File: config.mk
export PLATFORM = sky130hd
export DESIGN_NAME = instr_fetch
export DESIGN_NICKNAME = d
export VERILOG_FILES = /design/src/rtl/mips_pkg.sv /design/src/rtl/pc_reg.sv /design/src/rtl/instr_fetch.sv
export SDC_FILE = /design/constraint.sdc
export NUM_CORES = 1
export LEC_CHECK = 0
export BUFFER_PORTS_ARGS = -buffer_cell sky130_fd_sc_hd__buf_4
export CAP_MARGIN = 40
export CORE_UTILIZATION = 38
export CTS_CLUSTER_DIAMETER = 150
export DETAILED_ROUTE_END_ITERATION = 16
export HOLD_SLACK_MARGIN = 0.06
export PLACE_DENSITY = 0.62
export SYNTH_ARGS = -nofsm -noshare
export SYNTH_HDL_FRONTEND = slang
export SYNTH_SLANG_ARGS = --single-unit
export TNS_END_PERCENT = 5
File: constraint.sdc
create_clock -name clk -period 4.3 [get_ports clk]
set_input_delay 0.215 -clock clk [delete_from_list [all_inputs] [get_ports clk]]
set_output_delay 0.215 -clock clk [all_outputs]
set_load 0.01 [all_outputs]
File: src/rtl/mips_pkg.sv
// rtl/mips_pkg.sv - shared MIPS pipeline types and constants
package mips_pkg;
    localparam int MIPS_WORD_W = 32;
    localparam logic [MIPS_WORD_W-1:0] MIPS_NOP = 32'h0000_0000;

    typedef enum logic {
        RUN,
        FAULT
    } fetch_state_t;
endpackage

File: src/rtl/pc_reg.sv
// rtl/pc_reg.sv - program counter with next-pc selection and redirect alignment check
module pc_reg
    import mips_pkg::*;
#(
    parameter logic [MIPS_WORD_W-1:0] RESET_PC = 32'h0000_0000
) (
    input  logic                   clk,
    input  logic                   rst,
    input  logic                   frozen,
    input  logic                   stall,
    input  logic                   redirect_valid,
    input  logic [MIPS_WORD_W-1:0] redirect_pc,
    output logic [MIPS_WORD_W-1:0] pc,
    output logic                   redirect_misaligned
);

    assign redirect_misaligned = redirect_valid && (redirect_pc[1:0] != 2'b00);

    // A misaligned target never reaches the pc, so pc[1:0] stays zero after reset.
    always_ff @(posedge clk) begin
        if (rst) begin
            pc <= RESET_PC;
        end else if (frozen || redirect_misaligned) begin
            pc <= pc;
        end else if (redirect_valid) begin
            pc <= redirect_pc;
        end else if (!stall) begin
            pc <= pc + 32'd4;
        end
    end

endmodule

File: src/rtl/instr_fetch.sv
// rtl/instr_fetch.sv - IF stage: pc, ROM addressing, IF/ID register, fault FSM, fetch counter
module instr_fetch
    import mips_pkg::*;
#(
    parameter logic [MIPS_WORD_W-1:0] RESET_PC = 32'h0000_0000,
    parameter int                     CNT_W    = 32
) (
    input  logic                   clk,
    input  logic                   rst,
    input  logic                   stall,
    input  logic                   redirect_valid,
    input  logic [MIPS_WORD_W-1:0] redirect_pc,
    output logic [MIPS_WORD_W-1:0] rom_address,
    input  logic [MIPS_WORD_W-1:0] rom_instruction,
    output logic                   if_id_valid,
    output logic [MIPS_WORD_W-1:0] if_id_instr,
    output logic [MIPS_WORD_W-1:0] if_id_pc,
    output logic [MIPS_WORD_W-1:0] if_id_pc_plus4,
    output logic                   fetch_fault,
    output logic [CNT_W-1:0]       fetch_count
);

    fetch_state_t           state;
    logic [MIPS_WORD_W-1:0] pc;
    logic                   redirect_misaligned;

    pc_reg #(
        .RESET_PC(RESET_PC)
    ) u_pc_reg (
        .clk                 (clk),
        .rst                 (rst),
        .frozen              (state == FAULT),
        .stall               (stall),
        .redirect_valid      (redirect_valid),
        .redirect_pc         (redirect_pc),
        .pc                  (pc),
        .redirect_misaligned (redirect_misaligned)
    );

    assign rom_address = {2'b00, pc[MIPS_WORD_W-1:2]};

    always_ff @(posedge clk) begin
        if (rst) begin
            state          <= RUN;
            if_id_valid    <= 1'b0;
            if_id_instr    <= MIPS_NOP;
            if_id_pc       <= '0;
            if_id_pc_plus4 <= '0;
            fetch_fault    <= 1'b0;
            fetch_count    <= '0;
        end else begin
            case (state)
                RUN: begin
                    if (redirect_misaligned) begin
                        state       <= FAULT;
                        fetch_fault <= 1'b1;
                        if_id_valid <= 1'b0;
                    end else if (redirect_valid) begin
                        // Squash the wrong-path fetch; redirect beats a concurrent stall.
                        if_id_valid <= 1'b0;
                    end else if (!stall) begin
                        if_id_instr    <= rom_instruction;
                        if_id_pc       <= pc;
                        if_id_pc_plus4 <= pc + 32'd4;
                        if_id_valid    <= 1'b1;
                        if (fetch_count != {CNT_W{1'b1}}) begin
                            fetch_count <= fetch_count + CNT_W'(1);
                        end
                    end
                end
                FAULT: begin
                    if_id_valid <= 1'b0;
                    fetch_fault <= 1'b1;
                end
                default: begin
                    state <= FAULT;
                end
            endcase
        end
    end

endmodule

==> flow_metrics.py, run 1 <==
metrics = {
    "sta": {
        "timing.final.setup_violations": 0,
        "slew_violations": 0,
        "final_hold_viol_count": 0,
        "setup_total_negative_slack_ns": 0,
        "rsz_0062_raised_after_global_routing": "false",
        "max_clock_freq_ghz": 0.3893,
        "tmin_final_ns": 2.569,
        "worst_slack_ns": 1.731,
        "maxSlewHeadroom": 0.4133,
        "finClkSkew_ns": 0.01018,
        "worst_pin_slew_ns": 0.8726,
        "fin_crit_sh": 0.5974,
    },
    "detailed_routing": {
        "via_count": 7229,
        "antenna_left": 0,
        "wirelength_microns": 21640,
        "drc": 0,
        "routed_length_per_placed_instance_microns": 15.51,
        "first_pass_iters": 5,
        "drtIter0Drc": 483,
        "drt-vias-per-instance": 5.182,
    },
    "clocking": {
        "cts_root_buffer": "sky130_fd_sc_hd__clkbuf_16",
        "clk_transition_reported_paths_ns": 0.06,
        "max-clock-path-buffers": 2,
        "clock_sinks": 161,
        "cts_tree": "built",
        "clock_tree.htree_level_count": 4,
        "number_of_buffers_created_by_cts": 17,
        "cts_resized": 0,
        "clock_latency_ns": 0.42,
    },
    "hold_path": {
        "hold_path_class": "input port to register",
        "hold-path-cell-count": 4,
    },
    "global_routing": {
        "gr-usage-all-layers": 0.2129,
        "grt_max_degree": 83,
        "antenna_found_initial": 0,
        "grt_pass1_vias": 6477,
        "global_route_wire_length_before_repair_microns": 34090,
        "grt-ovfl-total": 0,
    },
    "synth": {
        "asyncSetResetFlopFracSynth": 0,
        "synth.ff_latch_count": 161,
        "synth-edff-count": 0,
        "syn_inst": 944,
        "yosysSeqAreaShare": 0.4335,
        "synthesis.area_sq_um": 7435,
        "synth_warnings": 0,
        "synth.lib_cells_used.distinct": 57,
        "synth_flop_cell": "sky130_fd_sc_hd__dfxtp_1",
        "syn_avg_cell_area_sq_um": 7.876,
    },
    "cells_and_area": {
        "area_delta_synth_final_pct": 33.41,
        "mostFrequentLayoutCell": "sky130_fd_sc_hd__buf_4",
        "num-fill-cells": 1849,
        "fin_nets": 1192,
        "antenna_cells": 0,
        "mostFrequentLayoutCells": "sky130_fd_sc_hd__buf_4, sky130_fd_sc_hd__nand2_1, sky130_fd_sc_hd__dfxtp_1, sky130_fd_sc_hd__a21oi_1, sky130_fd_sc_hd__nor2_1",
        "post_layout_nonfiller_instances": 1395,
        "drive_above_1_share": 0.2529,
    },
    "setup_path": {
        "reg2regPathDepth": 5,
        "arrival_ns": 2.92,
        "critPathKind": "input port to register",
        "cp_num_buf_inv": 2,
        "critical-path-max-stage-delay_ns": 0.56,
        "critical_path.top_delay_family": "simple AND/OR/NAND/NOR gates",
        "worstSetupPathDepth": 7,
        "timing.critical_path.required_ns": 4.65,
        "timing.critical_path.slowest_stage_cell": "sky130_fd_sc_hd__or3_4",
        "timing.critical_path.to_type": "register",
        "crit_fanout": 46,
        "timing.critical_path.cells": "dlygate4sd3_1 > buf_4 > or3_4 > nor2_1 > o2111ai_1 > or3_1 > a21oi_1",
        "critical_path.startpoint_type": "input port",
    },
    "place": {
        "place_congestion": 0.8383,
        "placed_cells_incl_taps": 1329,
        "post-dp-hpwl_microns": 14700,
        "buffer_ports.inserted": 227,
        "place_ws_ns": 1.534,
    },
    "floorplanning": {
        "floorplan_die_area_sq_um": 20130,
        "core.rowCount": 50,
        "die_extent_in_y_microns": 141.9,
        "initial_cell_density_of_the_core": 0.3922,
        "die_width_microns": 141.9,
        "core_area_sq_um": 18960,
        "design.portCount": 230,
    },
    "power_and_ir_drop": {
        "comb_power_share": 0.116,
        "power.share.sequential": 0.464,
        "power.static_leakage_nw": 3.847,
        "clock_power_share": 0.420,
        "p_per_area_nw_per_um2": 351.4,
        "netSwitchingPower_w": 0.0009081,
        "switching_power_as_a_share_of_total_power": 0.2606,
        "power.internal_w": 0.002577,
        "peakVddDrop_v": 0.0002605,
    },
    "run_status": {
        "status": "finished, final reports clean",
    },
    "flow_run": {
        "drv.max_cap_violation_count": 0,
    },
}
[metrics by stage]
stage                     hold slack, ns  total power (W)    util  cell area (sq um)
after global placement            0.4419         0.002023  0.4736               8977
after CTS                         0.1005         0.003521  0.5232               9918
final                             0.1152         0.003485  0.5232               9918
after floorplan                   0.3389         0.001860       -               7438
after global routing              0.1133         0.003634  0.5232               9918
after detailed placement          0.4466         0.002030  0.4754               9012
[synthesized netlist by cell type (all sizes together), types with 2 or more instances]
cell    instances  area, sq um
and3           15        93.84
nor4            8        92.58
ha              2        25.02
o21ai          42        210.2
nand2         177        664.4
mux2            3        33.78
nand3          33        165.2
a32oi           2        17.52
xnor2          13        113.9
and4            6        52.55
a21oi         117        585.6
or4             6        45.04
nand2b          3        18.77
a22oi           5        37.54
a32o            2        20.02
clkbuf         64        244.0
nor2b           3        18.77
a31oi          11        68.82
xor2           15        131.4
inv             9        33.78
and2            4        25.02
nor2           65        244.0
nand3b          5        37.54
o41ai           4        35.03
nor3b           3        22.52
a211oi         29        222.7
nor3           13        85.08
a21o            3        22.52
or3            29        181.4
dfxtp         161         3223
o31ai           5        37.54
nand4          20        146.4
a22o            3        26.28
buf            50        336.6
[power by group through the flow]
stage,Combinational [W],Clock [W],Sequential (W)
final,0.000403,0.00147,0.00162
after global routing,0.000443,0.00157,0.00162
after CTS,0.000406,0.00150,0.00162
after detailed placement,0.000381,0,0.00165
after global placement,0.000375,0,0.00165
after floorplan,0.000227,0,0.00163
[path summary, 6_finish.rpt]
| path | from | endpoint | slack (ns) |
|---|---|---|---|
| min reg2reg | if_id_pc[9] | if_id_pc[9] | 0.45 |
| min | redirect_pc[7] | u_pc_reg.pc[7] | 0.12 |
| max reg2reg | u_pc_reg.pc[4] | u_pc_reg.pc[29] | 1.73 |
| max | stall | fetch_count[27] | 1.73 |
[area by class of cell]
| type | count | area, sq um | area share |
|---|---|---|---|
| inverter | 9 | 33.78 | 0.003406 |
| clock inverter | 11 | 105.1 | 0.01060 |
| multi-input combinational | 661 | 3623 | 0.3653 |
| tap | 260 | 325.3 | 0.03280 |
| timing repair buffer | 272 | 2147 | 0.2165 |
| clock buffer | 21 | 460.4 | 0.04642 |
| sequential | 161 | 3223 | 0.3250 |
[worst register-to-register path, stage by stage, from the launching register on]
cell and delay (ns):
sky130_fd_sc_hd__dfxtp_1 0.49, sky130_fd_sc_hd__nand3_1 0.53, sky130_fd_sc_hd__nor4_2 0.66, sky130_fd_sc_hd__nand4_1 0.27, sky130_fd_sc_hd__or3_1 0.36, sky130_fd_sc_hd__a31oi_1 0.19
[what timing repair did]
item / CTS / global route
endpoints found under the hold margin: 34 / 0
hold buffers: 34 / 0
setup buffers: 0 / 0
[layer usage]
layer  GRT usage  up-vias  part of all wire
met3     0.03881       18             0.056
met2      0.3412      224              0.48
li1            -     3607                 -
met5           0        -                 0
met4     0.06621        0             0.012
met1      0.2897     3380              0.45
[kinds of logic (layout without fill, tap and decap cells)]
| group | Yosys count | after routing | synth area share |
|---|---|---|---|
| AO/OA/AOI/OAI | 234 | 234 | 0.1851 |
| XOR/XNOR | 28 | 28 | 0.03299 |
| adder cells (fa/ha/maj) | 2 | 2 | 0.003365 |
| buffers and inverters | 123 | 313 | 0.08263 |
| flip-flops | 161 | 161 | 0.4335 |
| multiplexers | 4 | 4 | 0.005890 |
| other | 1 | 2 | 0.0005044 |
| AND/OR/NAND/NOR | 391 | 391 | 0.2560 |
(Power assumes the default switching activity.)
==> run 2: changes to the inputs <==
--- a/config.mk
+++ b/config.mk
@@ -5,6 +5,7 @@
 export SDC_FILE = /design/constraint.sdc
 export NUM_CORES = 1
 export LEC_CHECK = 0
+export ABC_AREA = 1
 export BUFFER_PORTS_ARGS = -buffer_cell sky130_fd_sc_hd__buf_4
 export CAP_MARGIN = 40
 export CORE_UTILIZATION = 38
==> constraint.sdc (replaced) <==
create_clock -name clk -period 2.45 [get_ports clk]
set_input_delay 0.1225 -clock clk [delete_from_list [all_inputs] [get_ports clk]]
set_output_delay 0.1225 -clock clk [all_outputs]
set_load 0.01 [all_outputs]
==> run 2 against run 1 <==
Against the previous run: area after synthesis up 7.1%; clock skew grew 0.0022 ns; final cell count up 20%; largest power group unchanged.
==> flow_metrics.py, run 2 <==
metrics = {
    "run_status": {
        "status": "finished, final reports clean",
    },
    "cells_and_area": {
        "area_delta_synth_final_pct": 36.14,
        "drive_above_1_share": 0.2384,
        "mostFrequentLayoutCells": "sky130_fd_sc_hd__nor2_1, sky130_fd_sc_hd__buf_4, sky130_fd_sc_hd__nand2_1, sky130_fd_sc_hd__dfxtp_1, sky130_fd_sc_hd__o21ai_0",
        "fin_nets": 1462,
        "mostFrequentLayoutCell": "sky130_fd_sc_hd__nor2_1",
        "antenna_cells": 0,
    },
    "setup_path": {
        "arrival_ns": 2.41,
        "timing.critical_path.from": "fetch_count[0]",
        "reg2reg_to": "fetch_count[8]",
        "timing.critical_path.to_type": "register",
        "critPathCapture": "fetch_count[8]",
        "reg2regPathDepth": 10,
        "reg_to_reg_startpoint": "fetch_count[0]",
        "critical_path.startpoint_type": "register",
        "timing.critical_path.required_ns": 2.76,
        "critPathKind": "register to register",
        "crit_fanout": 26,
        "register_to_register_setup_slack_ns": 0.35,
    },
    "clocking": {
        "number_of_buffers_created_by_cts": 17,
        "cts_tree": "built",
        "clock_sinks": 161,
        "clock_latency_ns": 0.43,
        "clk_transition_reported_paths_ns": 0.07,
        "max-clock-path-buffers": 2,
        "clock_tree.htree_level_count": 4,
        "cts_root_buffer": "sky130_fd_sc_hd__clkbuf_16",
        "cts_resized": 0,
    },
    "synth": {
        "synth_flop_cell": "sky130_fd_sc_hd__dfxtp_1",
        "yosysSeqAreaShare": 0.4050,
        "synth-xor-area-share": 0.03081,
        "asyncSetResetFlopFracSynth": 0,
        "combinational_family_with_the_most_area_after_synthesis": "simple AND/OR/NAND/NOR gates",
        "synth.lib_cells_used.distinct": 33,
        "synth.area.mux_share": 0,
        "synth_warnings": 0,
        "yosys.area_share.simple": 0.2949,
        "synthAdderAreaFrac": 0.003144,
        "synth_top_cell_by_area": "sky130_fd_sc_hd__dfxtp_1",
        "synth.cells.most_frequent": "sky130_fd_sc_hd__nor2_1, sky130_fd_sc_hd__nand2_1, sky130_fd_sc_hd__dfxtp_1, sky130_fd_sc_hd__o21ai_0, sky130_fd_sc_hd__inv_1",
        "yosysMostFrequentCell": "sky130_fd_sc_hd__nor2_1",
        "yosys-top-cells-area": "sky130_fd_sc_hd__dfxtp_1, sky130_fd_sc_hd__nor2_1, sky130_fd_sc_hd__nand2_1",
        "synth_compound_area_frac": 0.1578,
        "yosys.area.top_type_share": 0.4050,
        "synth.ff_latch_count": 161,
        "syn_inst": 1162,
        "syn_avg_cell_area_sq_um": 6.849,
        "synthesis.area_sq_um": 7959,
        "synth-edff-count": 0,
    },
    "global_routing": {
        "antenna_found_initial": 0,
        "grt_pass1_vias": 7559,
        "grt_max_degree": 82,
        "grt-ovfl-total": 0,
        "gr-usage-all-layers": 0.2361,
        "global_route_wire_length_before_repair_microns": 40140,
    },
    "floorplanning": {
        "die_extent_in_y_microns": 146.7,
        "core_area_sq_um": 20360,
        "die_width_microns": 146.7,
        "floorplan_die_area_sq_um": 21530,
        "initial_cell_density_of_the_core": 0.3908,
        "core.rowCount": 52,
        "design.portCount": 230,
    },
    "sta": {
        "slew_violations": 0,
        "maxSlewHeadroom": 0.6463,
        "timing.final.setup_violations": 0,
        "tmin_final_ns": 2.101,
        "rsz_0062_raised_after_global_routing": "false",
        "finClkSkew_ns": 0.01235,
        "worst_pin_slew_ns": 0.5306,
        "max_clock_freq_ghz": 0.4760,
        "setup_total_negative_slack_ns": 0,
        "worst_slack_ns": 0.3491,
        "final_hold_viol_count": 0,
        "fin_crit_sh": 0.8575,
    },
    "place": {
        "post-dp-hpwl_microns": 17250,
        "place_congestion": 0.8600,
        "place_ws_ns": 0.3556,
        "buffer_ports.inserted": 227,
    },
    "detailed_routing": {
        "routed_length_per_placed_instance_microns": 15.21,
        "wirelength_microns": 25470,
        "first_pass_iters": 5,
        "drt-vias-per-instance": 4.840,
        "via_count": 8107,
        "drtIter0Drc": 462,
        "antenna_left": 0,
        "drc": 0,
    },
    "hold_path": {
        "worst_hold_startpoint": "redirect_pc[2]",
        "hold_path_class": "input port to register",
    },
    "power_and_ir_drop": {
        "netSwitchingPower_w": 0.001913,
        "power.share.sequential": 0.435,
        "switching_power_as_a_share_of_total_power": 0.2844,
        "p_per_area_nw_per_um2": 620.7,
        "comb_power_share": 0.149,
        "peakVddDrop_v": 0.0004426,
        "clock_power_share": 0.415,
        "power.static_leakage_nw": 4.888,
        "power.internal_w": 0.004812,
    },
    "flow_run": {
        "drv.max_cap_violation_count": 0,
    },
}
run 2: cell families (layout without fill, tap and decap cells):
family	count (synthesis)	after routing
simple gates	561	561
compound gates	233	233
buf+inv	176	418
flops	161	161
xor+xnor	28	28
fa+ha+maj	2	2
other cells	1	2
run 2: what timing repair did:
item	CTS	global route
buffers inserted	0	0
endpoints found under the hold margin	62	0
hold buffers	62	0
run 2: power groups by stage:
stage               clock network, W  registers [W]  logic [W]
floorplan                          0        0.00299   0.000493
global placement                   0        0.00298   0.000918
detailed placement                 0        0.00298   0.000922
CTS                          0.00284        0.00293    0.00100
global route                 0.00297        0.00295    0.00110
finish                       0.00279        0.00293    0.00100
run 2: per-stage QoR:
stage                     std cells  total power [W]  area (sq um)  hold slack (ns)  utilization
after floorplan                1163         0.003479          7963           0.2219            -
after global placement         1581         0.003898          9610           0.3423       0.4719
after detailed placement       1581         0.003906          9610           0.3503       0.4719
after CTS                      1675         0.006769         10840          0.08955       0.5321
after global routing           1675         0.007020         10840           0.1562       0.5321
final                          1675         0.006725         10840           0.1071       0.5321
run 2: final cells by class:
| class | instances | area [sq um] |
|---|---|---|
| clock buffer | 18 | 439.2 |
| clock inverter | 14 | 165.2 |
| fill | 2000 | 9529 |
| inverter | 85 | 319.1 |
| multi-input combinational | 826 | 3886 |
| sequential | 161 | 3223 |
| tap | 270 | 337.8 |
| timing repair buffer | 301 | 2465 |
run 2: worst min-delay path by stage:
stage	end	cells after the start	slack [ns]
finish	u_pc_reg.pc[2]	5	0.11
global route	fetch_count[19]	2	0.16
CTS	u_pc_reg.pc[2]	5	0.09
detailed placement	if_id_instr[13]	3	0.35
global placement	if_id_instr[31]	3	0.34
floorplan	if_id_valid	1	0.22
run 2: worst max-delay path, stage by stage (launching register included):
cell	delay, ns
sky130_fd_sc_hd__dfxtp_1	0.42
sky130_fd_sc_hd__ha_1	0.24
sky130_fd_sc_hd__inv_1	0.10
sky130_fd_sc_hd__nor2_4	0.21
sky130_fd_sc_hd__nand2_4	0.10
sky130_fd_sc_hd__nor2_8	0.14
sky130_fd_sc_hd__nand2_4	0.09
sky130_fd_sc_hd__nand2_4	0.20
sky130_fd_sc_hd__inv_2	0.25
sky130_fd_sc_hd__nand2_1	0.17
sky130_fd_sc_hd__a21oi_2	0.06
run 2: per-layer routing:
layer,vias to the layer above,GRT usage,share of wire
li1,4119,-,-
met1,3729,0.3029,0.45
met2,239,0.3867,0.47
met3,20,0.06460,0.065
met4,0,0.06719,0.012
met5,-,0,0
